===== config.mk =====
export PLATFORM = sky130hd
export DESIGN_NAME = register_16
export DESIGN_NICKNAME = d
export VERILOG_FILES = /design/src/rtl/register_16.sv
export SDC_FILE = /design/constraint.sdc
export NUM_CORES = 1
export LEC_CHECK = 0
export BUFFER_PORTS_ARGS = -buffer_cell sky130_fd_sc_hd__buf_2
export CAP_MARGIN = 20
export CORE_ASPECT_RATIO = 1.2
export CORE_UTILIZATION = 42
export CTS_BUF_LIST = sky130_fd_sc_hd__clkbuf_4
export CTS_CLUSTER_SIZE = 40
export DETAILED_ROUTE_END_ITERATION = 10
export PLACE_DENSITY = 0.81
export RECOVER_POWER = 100
export SETUP_SLACK_MARGIN = 0.2
export SLEW_MARGIN = 25
export SYNTH_ARGS = -nofsm -noshare
export SYNTH_HDL_FRONTEND = slang
export SYNTH_SLANG_ARGS = --single-unit

===== constraint.sdc =====
create_clock -name clk -period 0.8 [get_ports clk]
set_input_delay 0.12 -clock clk [delete_from_list [all_inputs] [get_ports clk]]
set_output_delay 0.12 -clock clk [all_outputs]
set_load 0.05 [all_outputs]

===== src/rtl/register_16.sv =====
// -----------------------------------------------------------------------------
// register_16
//   Word-wide storage register with synchronous load enable and asynchronous,
//   active-high clear. Basic state element of the CPU datapath (A/D registers,
//   PC base, RAM cells). Each bit is a hold/load 2:1 mux feeding a rising-edge
//   D flip-flop with async clear, generated WIDTH times.
//
// Ports
//   clk    in   1      system clock, rising edge only
//   rst    in   1      async active-high clear of the stored word
//   in     in   WIDTH  word to capture
//   load   in   1      1 = capture in on next rising edge, 0 = hold
//   out    out  WIDTH  stored word, driven straight from the flops
// -----------------------------------------------------------------------------

// 2:1 mux primitive: sel=0 picks a, sel=1 picks b.
module register_16_mux2 (
    input  logic a,
    input  logic b,
    input  logic sel,
    output logic y
);
    always_comb begin
        y = a;
        if (sel) begin
            y = b;
        end
    end
endmodule

// Rising-edge D flip-flop with asynchronous active-high clear.
module register_16_dff (
    input  logic clk,
    input  logic rst,
    input  logic d,
    output logic q
);
    logic q_q;

    always_ff @(posedge clk or posedge rst) begin
        if (rst) begin
            q_q <= 1'b0;
        end else begin
            q_q <= d;
        end
    end

    assign q = q_q;
endmodule

module register_16 #(
    parameter int WIDTH = 16
) (
    input  logic             clk,
    input  logic             rst,
    input  logic [WIDTH-1:0] in,
    input  logic             load,
    output logic [WIDTH-1:0] out
);
    logic [WIDTH-1:0] out_d;
    logic [WIDTH-1:0] out_q;

    // Hold path feeds each flop's own output back, so all bits share a single
    // load enable and there is never a combinational path from in to out.
    for (genvar i = 0; i < WIDTH; i++) begin : g_bit
        register_16_mux2 u_mux (
            .a   (out_q[i]),
            .b   (in[i]),
            .sel (load),
            .y   (out_d[i])
        );

        register_16_dff u_dff (
            .clk (clk),
            .rst (rst),
            .d   (out_d[i]),
            .q   (out_q[i])
        );
    end

    assign out = out_q;
endmodule


### Word level (Yosys, flattened, before mapping)

Index checks and enable logic that the tools add are counted.

| word-level totals | value |
|---|---|
| memories | 0 |
| memory bits (read-only) | 0 |
| logic and storage cells | 16 |
| latch bits | 0 |
| bits in writable memories | 0 |
| register bits | 16 |

| cells by class | value |
|---|---|
| equal/unequal tests | 0 |
| reduce and logical (&&, ||, !) cells | 0 |
| add/sub/neg operators | 0 |
| shifts and indexed selects | 0 |
| multipliers | 0 |
| mux-type cells | 0 |
| bitwise operators | 0 |
| divide/modulo/power cells | 0 |
| magnitude comparators | 0 |

### Logic depth before layout (Yosys ltp)

Gate-level depths: netlist of run 1.

| depth | value |
|---|---|
| depth after elaboration | 0 |
| mapped depth | 3 |
| depth with buffers taken out | 1 |

### By module

A second synthesis of run 1 with hierarchy kept.

| unflattened totals | value |
|---|---|
| cell total of the unflattened synthesis | 48 |
| area, all modules | 700.7 µm² |

Modules (own cells, without submodules):

| module | cells an instance | area each (µm²) | seq. area each (µm²) | instances |
|---|---|---|---|---|
| register_16_dff | 2 | 28.8 | 25.0 | 16 |
| register_16_mux2 | 1 | 15.0 | 0.0 | 16 |

### Worst setup path before layout of run 1

OpenSTA, ideal clock, no wires.

| timing path | value |
|---|---|
| path type | input port to flip-flop |
| start | input port load |
| end | register g_bit[10].u_dff.q_q |
| setup slack | 0.018 ns |
| stages | 3 |
| data required time | 0.675 ns |
| library setup time | 0.125 ns |
| arrival | 0.656 ns |
| cells stage by stage | buf_6 -> buf_12 -> mux2_4 |

RTL lines:

| item | line | source |
|---|---|---|
| start: declaration | 57 | `input logic load,` |
| end signal: assignment | 42 | `q_q <= 1'b0;` |
| end signal: assignment | 44 | `q_q <= d;` |
| end: declaration | 38 | `logic q_q;` |

No word-level cell between the ends.

### Worst setup path in the final report of run 1

| timing path | value |
|---|---|
| start | register g_bit[7].u_dff.q_q |
| end | output port out[7] |

RTL lines:

| item | line | source |
|---|---|---|
| start: declaration | 38 |  |
| start signal: assignment | 42 |  |
| start signal: assignment | 44 |  |
| end: declaration | 58 | `output logic [WIDTH-1:0] out` |

No word-level cell between the ends.

==> results of run 1 <==
[routing by layer]
metal	vias up	routed length, µm	GRT usage
met5	-	0	0
met4	0	27	0.08065
met3	3	93	0.04110
met2	29	690	0.2682
met1	221	478	0.1454
li1	218	-	-
[kinds of logic (layout without fill, tap and decap cells)]
kind of cell,Yosys count,in the layout
buffers and inverters,19,52
muxes,16,16
DFF,16,16
[Yosys cell counts]
library cell	instances
inv_1	1
buf_12	1
mux2_2	6
dfrtp_1	16
buf_4	16
buf_6	1
mux2_4	10
[cell usage in the layout, fill, tap and decap left out, drive strengths merged]
cell type and count:
dfrtp 16, dlygate4sd3 1, clkbuf 3, clkinv 1, inv 1, mux2 16
buf 46
[stage by stage]
stage / total power, mW / utilization / TNS, ns
2_1_floorplan: 1.585 / - / 0
3_3_place_gp: 1.536 / 0.5097 / -0.2088
3_5_place_dp: 1.551 / 0.5097 / -0.4401
4_1_cts: 2.163 / 0.6220 / -3.476
5_1_grt: 2.272 / 0.6295 / -4.423
6_report: 2.143 / 0.6295 / -3.339
[repair_timing]
action / in CTS / in global routing
resized for setup: 32 / 3
buffers inserted: 7 / 1
endpoints found under the setup margin: 32 / 48
endpoints found under the hold margin: 16 / 0
hold buffers: 1 / 0
[layout make-up]
type | count | area, µm² | share of cell area
Clock buffer | 3 | 22.52 | 0.02128
Clock inverter | 1 | 3.754 | 0.003546
Inverter | 1 | 3.754 | 0.003546
Multi-Input combinational cell | 16 | 217.7 | 0.2057
Sequential cell | 16 | 400.4 | 0.3782
Tap cell | 18 | 22.52 | 0.02128
Timing Repair Buffer | 47 | 387.9 | 0.3664
[worst paths after layout]
kind	end	from	cells after the start
max	out[7]	g_bit[7].u_dff.q	1
min	g_bit[5].u_dff.q	in[5]	2
max reg2reg	g_bit[11].u_dff.q	g_bit[11].u_dff.q	2
min reg2reg	g_bit[1].u_dff.q	g_bit[1].u_dff.q	1
max in group asynchronous	g_bit[14].u_dff.q	rst	4
min in group asynchronous	g_bit[6].u_dff.q	rst	4
[power by group through the flow]
| stage | clock, mW | sequential (mW) | combinational (mW) |
|---|---|---|---|
| 2_1_floorplan | 0 | 0.951 | 0.633 |
| 3_3_place_gp | 0 | 0.941 | 0.595 |
| 3_5_place_dp | 0 | 0.945 | 0.606 |
| 4_1_cts | 0.453 | 0.949 | 0.760 |
| 5_1_grt | 0.503 | 0.964 | 0.804 |
| 6_report | 0.426 | 0.951 | 0.767 |
==> key figures, run 1 <==
Run status
  – Status: complete, but fails checks
  – Failing checks: negative setup slack

Pwr
  – Worst vdd ir: about 0.0012 V
  – Clock Power Share: 0.199
  – Int Pwr: 1.430 mW
  – NetSw: approximately 0.71 mW
  – Gate power share: 0.358
  – LEAKAGE: 0.5492 nW
  – Power density over the cells: between 2000 and 2500 mW/mm²
  – Sequential Power Share: 0.444
  – Sw Share: 0.3326

Placement
  – DP Area: between 800 and 900 µm²
  – Placed Cells: around 90
  – Detailed placer's ending HPWL: 874.5 µm
  – Count of input and output buffers: 34
  – Placer Congestion: about 0.59
  – Dpl ws: -0.05211 ns

Logic synthesis
  – Mux cell area share after synthesis: 0.2816
  – Synth top area share: 0.5178
  – Post-synthesis compound-gate area fraction: 0
  – Synth Area per Inst: around 15 µm²
  – Mapped cell area: ~770 µm²
  – Adder-cell share of the synthesized area: 0
  – Distinct cell type count after synthesis: 7
  – Syn Nets: 70
  – Synth warn: 0
  – Cells after synthesis: 51
  – Post-Synth Simple-Gate Area: 0
  – #FFs+latches synth: 16
  – Top post-synthesis cells by area: dfrtp_1 52%, mux2_4 19%, buf_4 16%, mux2_2 8.7%, buf_12 2.6%
  – Largest family of logic cells by synthesized area: multiplexers
  – Post-synthesis sequential area ratio: 0.5178
  – Xor/xnor share of the synthesized area: 0
  – Yosys top cell by area: dfrtp_1

Drt
  – Routed WL: roughly 1300 µm
  – Initial DRC Count: 4
  – DR vias: between 400 and 500
  – Post-DRT Antenna Nets: 0
  – Routed len/inst: 12.65 µm
  – Drt first pass iters: 3
  – Drt drc: 0
  – Vias/cell: 4.618

Die
  – Core Area: about 0.0017 mm²
  – Die height: 49 µm
  – IO Pins: 35
  – Initial core utilization: 0.4598
  – Chip width: just over 40 µm
  – Die ar.: between 0.002 and 0.0025 mm²
  – # rows: 16

Clock tree
  – Clock latency on the worst-skew pair: about 0.28 ns
  – CTS max path bufs: 2
  – Clk root buf: clkbuf_4
  – Clk pin slew, worst setup/hold paths: roughly 0.09 ns
  – # clock sinks: 16
  – CTS H-tree depth: 1
  – CTS tree: done
  – CTS buffer count: 3

Global routing
  – Overflow left after global routing: 0
  – First-pass GRT wire length: 2001 µm
  – Largest net degree at the start of global routing: 17
  – Antenna violations before repair: 0
  – Vias in the first global route: around 510
  – GRT Total Usage: 0.1525

Layout
  – # nets final: 104
  – Number of diodes: 0
  – Design area: around 0.0011 mm²
  – Share of post-route cells with drive strength above 1: 0.7738
  – Fill count: around 140
  – Area growth syn-to-layout: 36.89%
  – Max FFs per register: 16
  – Fin cells: ~100

Timing
  – Fmax achieved: a little over 1000 MHz
  – Worst hold slack: 0.05680 ns
  – Slew @ Worst Pin: 0.3560 ns
  – Slew Viols, Final: 0
  – Final Setup Violations: 24
  – Worst rel slew slack: 0.7626
  – RSZ-0062 raised after global routing: true
  – Final Worst Setup Slack: -0.1740 ns
  – Final Hold Violating Endpoints: 0
  – Final Skew: 0 ns
  – Final Cycle Share: 1.217
  – Post-layout min period: just under 1 ns

Critical path
  – Cell family with most CP delay: flip-flops
  – R2R Setup Slk: -0.11 ns
  – CP Data Required Time: a little under 0.7 ns
  – Slowest CP cell: dfrtp_1
  – CP Class: flip-flop to output port
  – WP data arrival: approximately 0.85 ns
  – CP Max Fanout: 2
  – Worst Path Buf+Inv: 1
  – Critical Path, Cell by Cell: buf_6
  – Setup crit end kind: output port
  – CP startpoint kind: flip-flop
  – Critical Path Max Stage Delay: around 0.4 ns

Job
  – Max cap viols: 0

Hold path
  – Hold crit path type: input port to flip-flop
No activity file was read; power rests on OpenSTA's default activity.
==> run 2: changes to the inputs <==
--- a/config.mk
+++ b/config.mk
@@ -7,12 +7,11 @@
 export LEC_CHECK = 0
 export BUFFER_PORTS_ARGS = -buffer_cell sky130_fd_sc_hd__buf_2
 export CAP_MARGIN = 20
-export CORE_ASPECT_RATIO = 1.2
 export CORE_UTILIZATION = 42
 export CTS_BUF_LIST = sky130_fd_sc_hd__clkbuf_4
 export CTS_CLUSTER_SIZE = 40
 export DETAILED_ROUTE_END_ITERATION = 10
-export PLACE_DENSITY = 0.81
+export PLACE_DENSITY = 0.78
 export RECOVER_POWER = 100
 export SETUP_SLACK_MARGIN = 0.2
 export SLEW_MARGIN = 25
==> constraint.sdc (replaced) <==
create_clock -name clk -period 1.3 [get_ports clk]
set_input_delay 0.195 -clock clk [delete_from_list [all_inputs] [get_ports clk]]
set_output_delay 0.195 -clock clk [all_outputs]
set_load 0.05 [all_outputs]
==> run 2 against run 1 <==
The run now ends clean; sequential cell count unchanged; cell area down 22%; critical path depth unchanged; die area barely moved; clock-buffer cell count is the same.
==> key figures, run 2 (synthesis gave the netlist of run 1 again) <==
Die
  – Die height: around 45 µm
  – # rows: 15
  – Core Area: ~0.0017 mm²
  – IO Pins: 35
  – Die ar.: between 0.002 and 0.0025 mm²
  – Initial core utilization: 0.4478
  – Chip width: approximately 45 µm

Clock tree
  – CTS buffer count: 3
  – Clk root buf: clkbuf_4
  – CTS max path bufs: 2
  – Clock latency on the worst-skew pair: between 0.2 and 0.3 ns
  – CTS H-tree depth: 1
  – Clk pin slew, worst setup/hold paths: around 0.09 ns
  – # clock sinks: 16
  – CTS tree: done

Hold path
  – Hold crit path type: input port to flip-flop
  – Hold Path Depth: 2

Timing
  – Final Hold Violating Endpoints: 0
  – Final Skew: 0 ns
  – Slew Viols, Final: 0
  – RSZ-0062 raised after global routing: true
  – Final Setup Violations: 0
  – Final Cycle Share: 0.8496
  – Slew @ Worst Pin: around 0.59 ns
  – Fmax achieved: a little over 900 MHz
  – Fin Setup TNS: 0 ns
  – Final Worst Setup Slack: roughly 0.20 ns
  – Post-layout min period: 1.104 ns
  – Worst rel slew slack: 0.6066

Drt
  – Routed WL: around 1000 µm
  – Drt drc: 0
  – DR vias: between 300 and 400
  – Drt first pass iters: 2
  – Initial DRC Count: 4
  – Post-DRT Antenna Nets: 0
  – Routed len/inst: between 10 and 15 µm
  – Vias/cell: just over 4

Global routing
  – Vias in the first global route: ~390
  – First-pass GRT wire length: roughly 1700 µm
  – GRT Total Usage: 0.1191
  – Antenna violations before repair: 0
  – Overflow left after global routing: 0
  – Largest net degree at the start of global routing: 17

Critical path
  – Worst Reg-to-Reg Cells: 1
  – Critical Path Max Stage Delay: about 0.36 ns
  – Setup crit end kind: output port
  – Worst Path Buf+Inv: 1
  – Cell family with most CP delay: flip-flops
  – Critical path depth: 1
  – WP data arrival: 0.91 ns
  – CP Data Required Time: 1.11 ns
  – Critical Path, Cell by Cell: clkbuf_2
  – CP Max Fanout: 2
  – Slowest CP cell: dfrtp_1
  – CP startpoint kind: flip-flop
  – CP Class: flip-flop to output port

Pwr
  – Power density over the cells: between 1000 and 1500 mW/mm²
  – LEAKAGE: between 0.4 and 0.5 nW
  – Worst vdd ir: between 0.0005 and 0.0006 V

Layout
  – Commonest cells after routing, fill and taps aside: 18 x buf_2, 16 x dfrtp_1, 16 x clkbuf_2
  – Share of post-route cells with drive strength above 1: 0.5972
  – # nets final: a little over 90
  – Area growth syn-to-layout: 6.311%
  – Max FFs per register: 16
  – Fin cells: between 90 and 100
  – Design area: around 820 µm²
  – Fill count: between 150 and 200
  – Most common cell after layout, fill and taps aside: buf_2
  – Number of diodes: 0

Job
  – Max cap viols: 0

Placement
  – Placer Congestion: 0.5480
  – DP Area: roughly 820 µm²
  – Placed Cells: slightly above 90
  – Dpl ws: around 0.20 ns
  – Count of input and output buffers: 34

Run status
  – Status: completed
run 2: cell types whose count changed in the layout (fill, tap and decap cells not counted):
| cell | previous run | this run |
|---|---|---|
| buf_6 | 18 | 0 |
| clkbuf_2 | 0 | 16 |
| buf_2 | 19 | 18 |
| mux2_4 | 10 | 0 |
| buf_12 | 1 | 0 |
| buf_4 | 8 | 0 |
| mux2_1 | 0 | 10 |
run 2: layout make-up:
type / instances / area, µm² / area share
Tap cell: 25 / 31.28 / 0.03805
Clock inverter: 1 / 3.754 / 0.004566
Timing Repair Buffer: 35 / 180.2 / 0.2192
Inverter: 1 / 3.754 / 0.004566
Clock buffer: 3 / 22.52 / 0.02740
Multi-Input combinational cell: 16 / 180.2 / 0.2192
Sequential cell: 16 / 400.4 / 0.4871
run 2: where the power goes:
part | total, mW | internal, mW | switching (mW)
clock | 0.248 | 0.111 | 0.138
combinational | 0.324 | 0.0884 | 0.236
sequential | 0.570 | 0.547 | 0.0232
run 2: through the flow:
step / hold WS [ns] / power [mW] / util
floorplan: 0.1087 / 0.9329 / -
global placement: 0.2730 / 0.9323 / 0.4768
detailed placement: 0.2870 / 0.9379 / 0.4768
CTS: 0.1411 / 1.204 / 0.5036
global route: 0.1144 / 1.218 / 0.4761
finish: 0.1324 / 1.143 / 0.4761
run 2: metal layers:
metal / up-vias / part of all wire / routed length, µm / GRT usage
met5: - / 0 / 0 / 0
met3: 0 / 0.056 / 58 / 0.02400
li1: 195 / - / - / -
met2: 13 / 0.51 / 536 / 0.1882
met1: 188 / 0.43 / 449 / 0.1584
met4: 0 / 0 / 0 / 0.05455
run 2: worst paths after layout:
path | from | endpoint | slack [ns]
worst max-delay path | g_bit[1].u_dff.q | out[1] | 0.20
worst min-delay path | in[4] | g_bit[4].u_dff.q | 0.13
worst max register to register | g_bit[11].u_dff.q | g_bit[11].u_dff.q | 0.51
worst min register to register | g_bit[9].u_dff.q | g_bit[9].u_dff.q | 0.49
max in group asynchronous | rst | g_bit[2].u_dff.q | 0.40
min in group asynchronous | rst | g_bit[5].u_dff.q | 0.52
run 2: what timing repair did:
item | in CTS | in global routing
hold buffers | 1 | 0
endpoints found under the setup margin | 4 | 13
gates resized for setup | 4 | 27
pin swaps | 0 | 0
setup buffers | 0 | 0
hold endpoints to repair | 16 | 0
==> run 3: changes to the inputs <==
--- a/config.mk
+++ b/config.mk
@@ -11,7 +11,7 @@
 export CTS_BUF_LIST = sky130_fd_sc_hd__clkbuf_4
 export CTS_CLUSTER_SIZE = 40
 export DETAILED_ROUTE_END_ITERATION = 10
-export PLACE_DENSITY = 0.78
+export PLACE_DENSITY = 0.81
 export RECOVER_POWER = 100
 export SETUP_SLACK_MARGIN = 0.2
 export SLEW_MARGIN = 25
==> constraint.sdc (replaced) <==
create_clock -name clk -period 0.9 [get_ports clk]
set_input_delay 0.135 -clock clk [delete_from_list [all_inputs] [get_ports clk]]
set_output_delay 0.135 -clock clk [all_outputs]
set_load 0.05 [all_outputs]
==> run 3 against run 2 <==
Cell count up 5.2%; the flow now finishes with violations (negative setup slack); worst hold slack worse by 0.049 ns; largest cell class unchanged; register-to-register slack worse by 0.52 ns; global-route usage up 0.63 points; clock power up 44%; via count up 7.1%; critical path type unchanged.
==> key figures, run 3 (synthesis gave the netlist of run 1 again) <==
Die
  – Initial core utilization: 0.4478
  – Core Area: ~0.0017 mm²
  – Chip width: 44.91 µm
  – # rows: 15
  – Die ar.: roughly 0.0020 mm²
  – IO Pins: 35
  – Die height: approximately 45 µm

Critical path
  – Cell family with most CP delay: flip-flops
  – CP Data Required Time: roughly 0.76 ns
  – CP Class: flip-flop to output port
  – Setup crit end kind: output port
  – Critical path depth: 1
  – Critical Path Max Stage Delay: between 0.4 and 0.5 ns
  – Slowest CP cell: dfrtp_1
  – CP startpoint kind: flip-flop
  – Worst Path Buf+Inv: 1
  – Critical Path, Cell by Cell: buf_6
  – Worst Reg-to-Reg Cells: 2
  – WP data arrival: around 0.85 ns
  – CP Max Fanout: 2

Drt
  – Vias/cell: approximately 4.2
  – Initial DRC Count: 0
  – Routed WL: about 1100 µm
  – DR vias: 424
  – Routed len/inst: around 11 µm
  – Drt drc: 0
  – Drt first pass iters: 1
  – Post-DRT Antenna Nets: 0

Placement
  – Count of input and output buffers: 34
  – DP Area: between 800 and 900 µm²
  – Dpl ws: 0.03515 ns
  – Placer Congestion: roughly 0.54

Pwr
  – LEAKAGE: a little under 0.5 nW
  – Worst vdd ir: approximately 0.00074 V
  – Clock Power Share: 0.197
  – Power density over the cells: between 1500 and 2000 mW/mm²
  – Int Pwr: approximately 1.2 mW
  – NetSw: around 0.6 mW
  – Sw Share: 0.3302
  – Sequential Power Share: 0.465
  – Gate power share: 0.337

Timing
  – Post-layout min period: 0.9862 ns
  – Slew Viols, Final: 0
  – Final Hold Violating Endpoints: 0
  – Final Setup Violations: 17
  – RSZ-0062 raised after global routing: true
  – Final Worst Setup Slack: -0.08616 ns
  – Worst rel slew slack: 0.7455
  – Fmax achieved: between 1000 and 1500 MHz
  – Final Skew: 0 ns
  – Final Cycle Share: 1.096
  – Slew @ Worst Pin: approximately 0.38 ns

Layout
  – Commonest cells after routing, fill and taps aside: 18 x buf_2, 18 x buf_6, 16 x dfrtp_1
  – # nets final: just under 100
  – Number of diodes: 0
  – Area growth syn-to-layout: 27.83%
  – Max FFs per register: 16
  – Design area: ~990 µm²
  – Finished Core Util: 0.5725
  – Share of post-route cells with drive strength above 1: 0.6623

Clock tree
  – Clock latency on the worst-skew pair: roughly 0.27 ns
  – Clk pin slew, worst setup/hold paths: about 0.090 ns
  – Clk root buf: clkbuf_4
  – CTS H-tree depth: 1
  – # clock sinks: 16
  – CTS max path bufs: 2
  – CTS tree: done
  – CTS buffer count: 3

Global routing
  – Overflow left after global routing: 0
  – Vias in the first global route: approximately 430
  – Largest net degree at the start of global routing: 17
  – Met1 GRT Util: 0.1718
  – Antenna violations before repair: 0
  – GRT Total Usage: 0.1254
  – Met3 Resource Use GR: 0.02400
  – Grt met2 use: 0.1765
  – GRT busiest layer: met2
  – First-pass GRT wire length: 1752 µm

Run status
  – Failing checks: negative setup slack
  – Status: complete, but fails checks

Job
  – Max cap viols: 0

Hold path
  – Hold Path Depth: 2
  – Hold crit path type: input port to flip-flop
## run 3: changes by cell type in the layout (fill, tap and decap cells not counted)
| cell | change |
|---|---|
| mux2_1 | -3 |
| buf_6 | +18 |
| mux2_4 | +3 |
| buf_12 | +1 |
| buf_4 | +1 |
| clkbuf_2 | -15 |
## run 3: timing repair
action	4_1_cts	5_1_grt
buffers inserted	3	0
setup endpoints to repair	32	32
resized for setup	33	1
gates cloned	0	0
endpoints found under the hold margin	16	0
hold buffers	1	0
## run 3: final cells by class
cell class | count | area, µm²
Fill cell | 155 | 738.2
Tap cell | 25 | 31.28
Clock inverter | 1 | 3.754
Clock buffer | 3 | 22.52
Sequential cell | 16 | 400.4
Timing Repair Buffer | 40 | 335.3
Multi-Input combinational cell | 16 | 191.4
Inverter | 1 | 3.754
## run 3: metrics by stage
stage	instances	total power [mW]	setup TNS (ns)	hold WS, ns
final	102	1.810	-0.9617	0.08352
after global routing	102	1.906	-1.671	0.06588
after CTS	102	1.864	-1.151	0.07934
after detailed placement	94	1.367	0	0.1456
after global placement	94	1.361	0	0.1435
after floorplan	51	1.349	0	0.04874
## run 3: final timing paths
kind / startpoint / end / slack [ns]
worst max-delay path: g_bit[6].u_dff.q / out[6] / -0.09
worst min-delay path: in[9] / g_bit[9].u_dff.q / 0.08
worst max register to register: g_bit[6].u_dff.q / g_bit[6].u_dff.q / -0.01
worst min register to register: g_bit[4].u_dff.q / g_bit[4].u_dff.q / 0.52
max in group asynchronous: rst / g_bit[13].u_dff.q / 0.16
min in group asynchronous: rst / g_bit[5].u_dff.q / 0.46
## run 3: metal layers
layer / share of wire / routed length (µm) / up-vias
li1: - / - / 201
met2: 0.49 / 553 / 21
met3: 0.059 / 66 / 2
met1: 0.43 / 482 / 200
met4: 0.017 / 19 / 0
met5: 0 / 0 / -
## run 3: power by group through the flow
stage               clock network (mW)  logic [mW]  registers, mW
floorplan                            0       0.518          0.832
global placement                     0       0.523          0.838
detailed placement                   0       0.529          0.838
CTS                              0.377       0.644          0.844
global route                     0.419       0.636          0.850
finish                           0.357       0.610          0.842
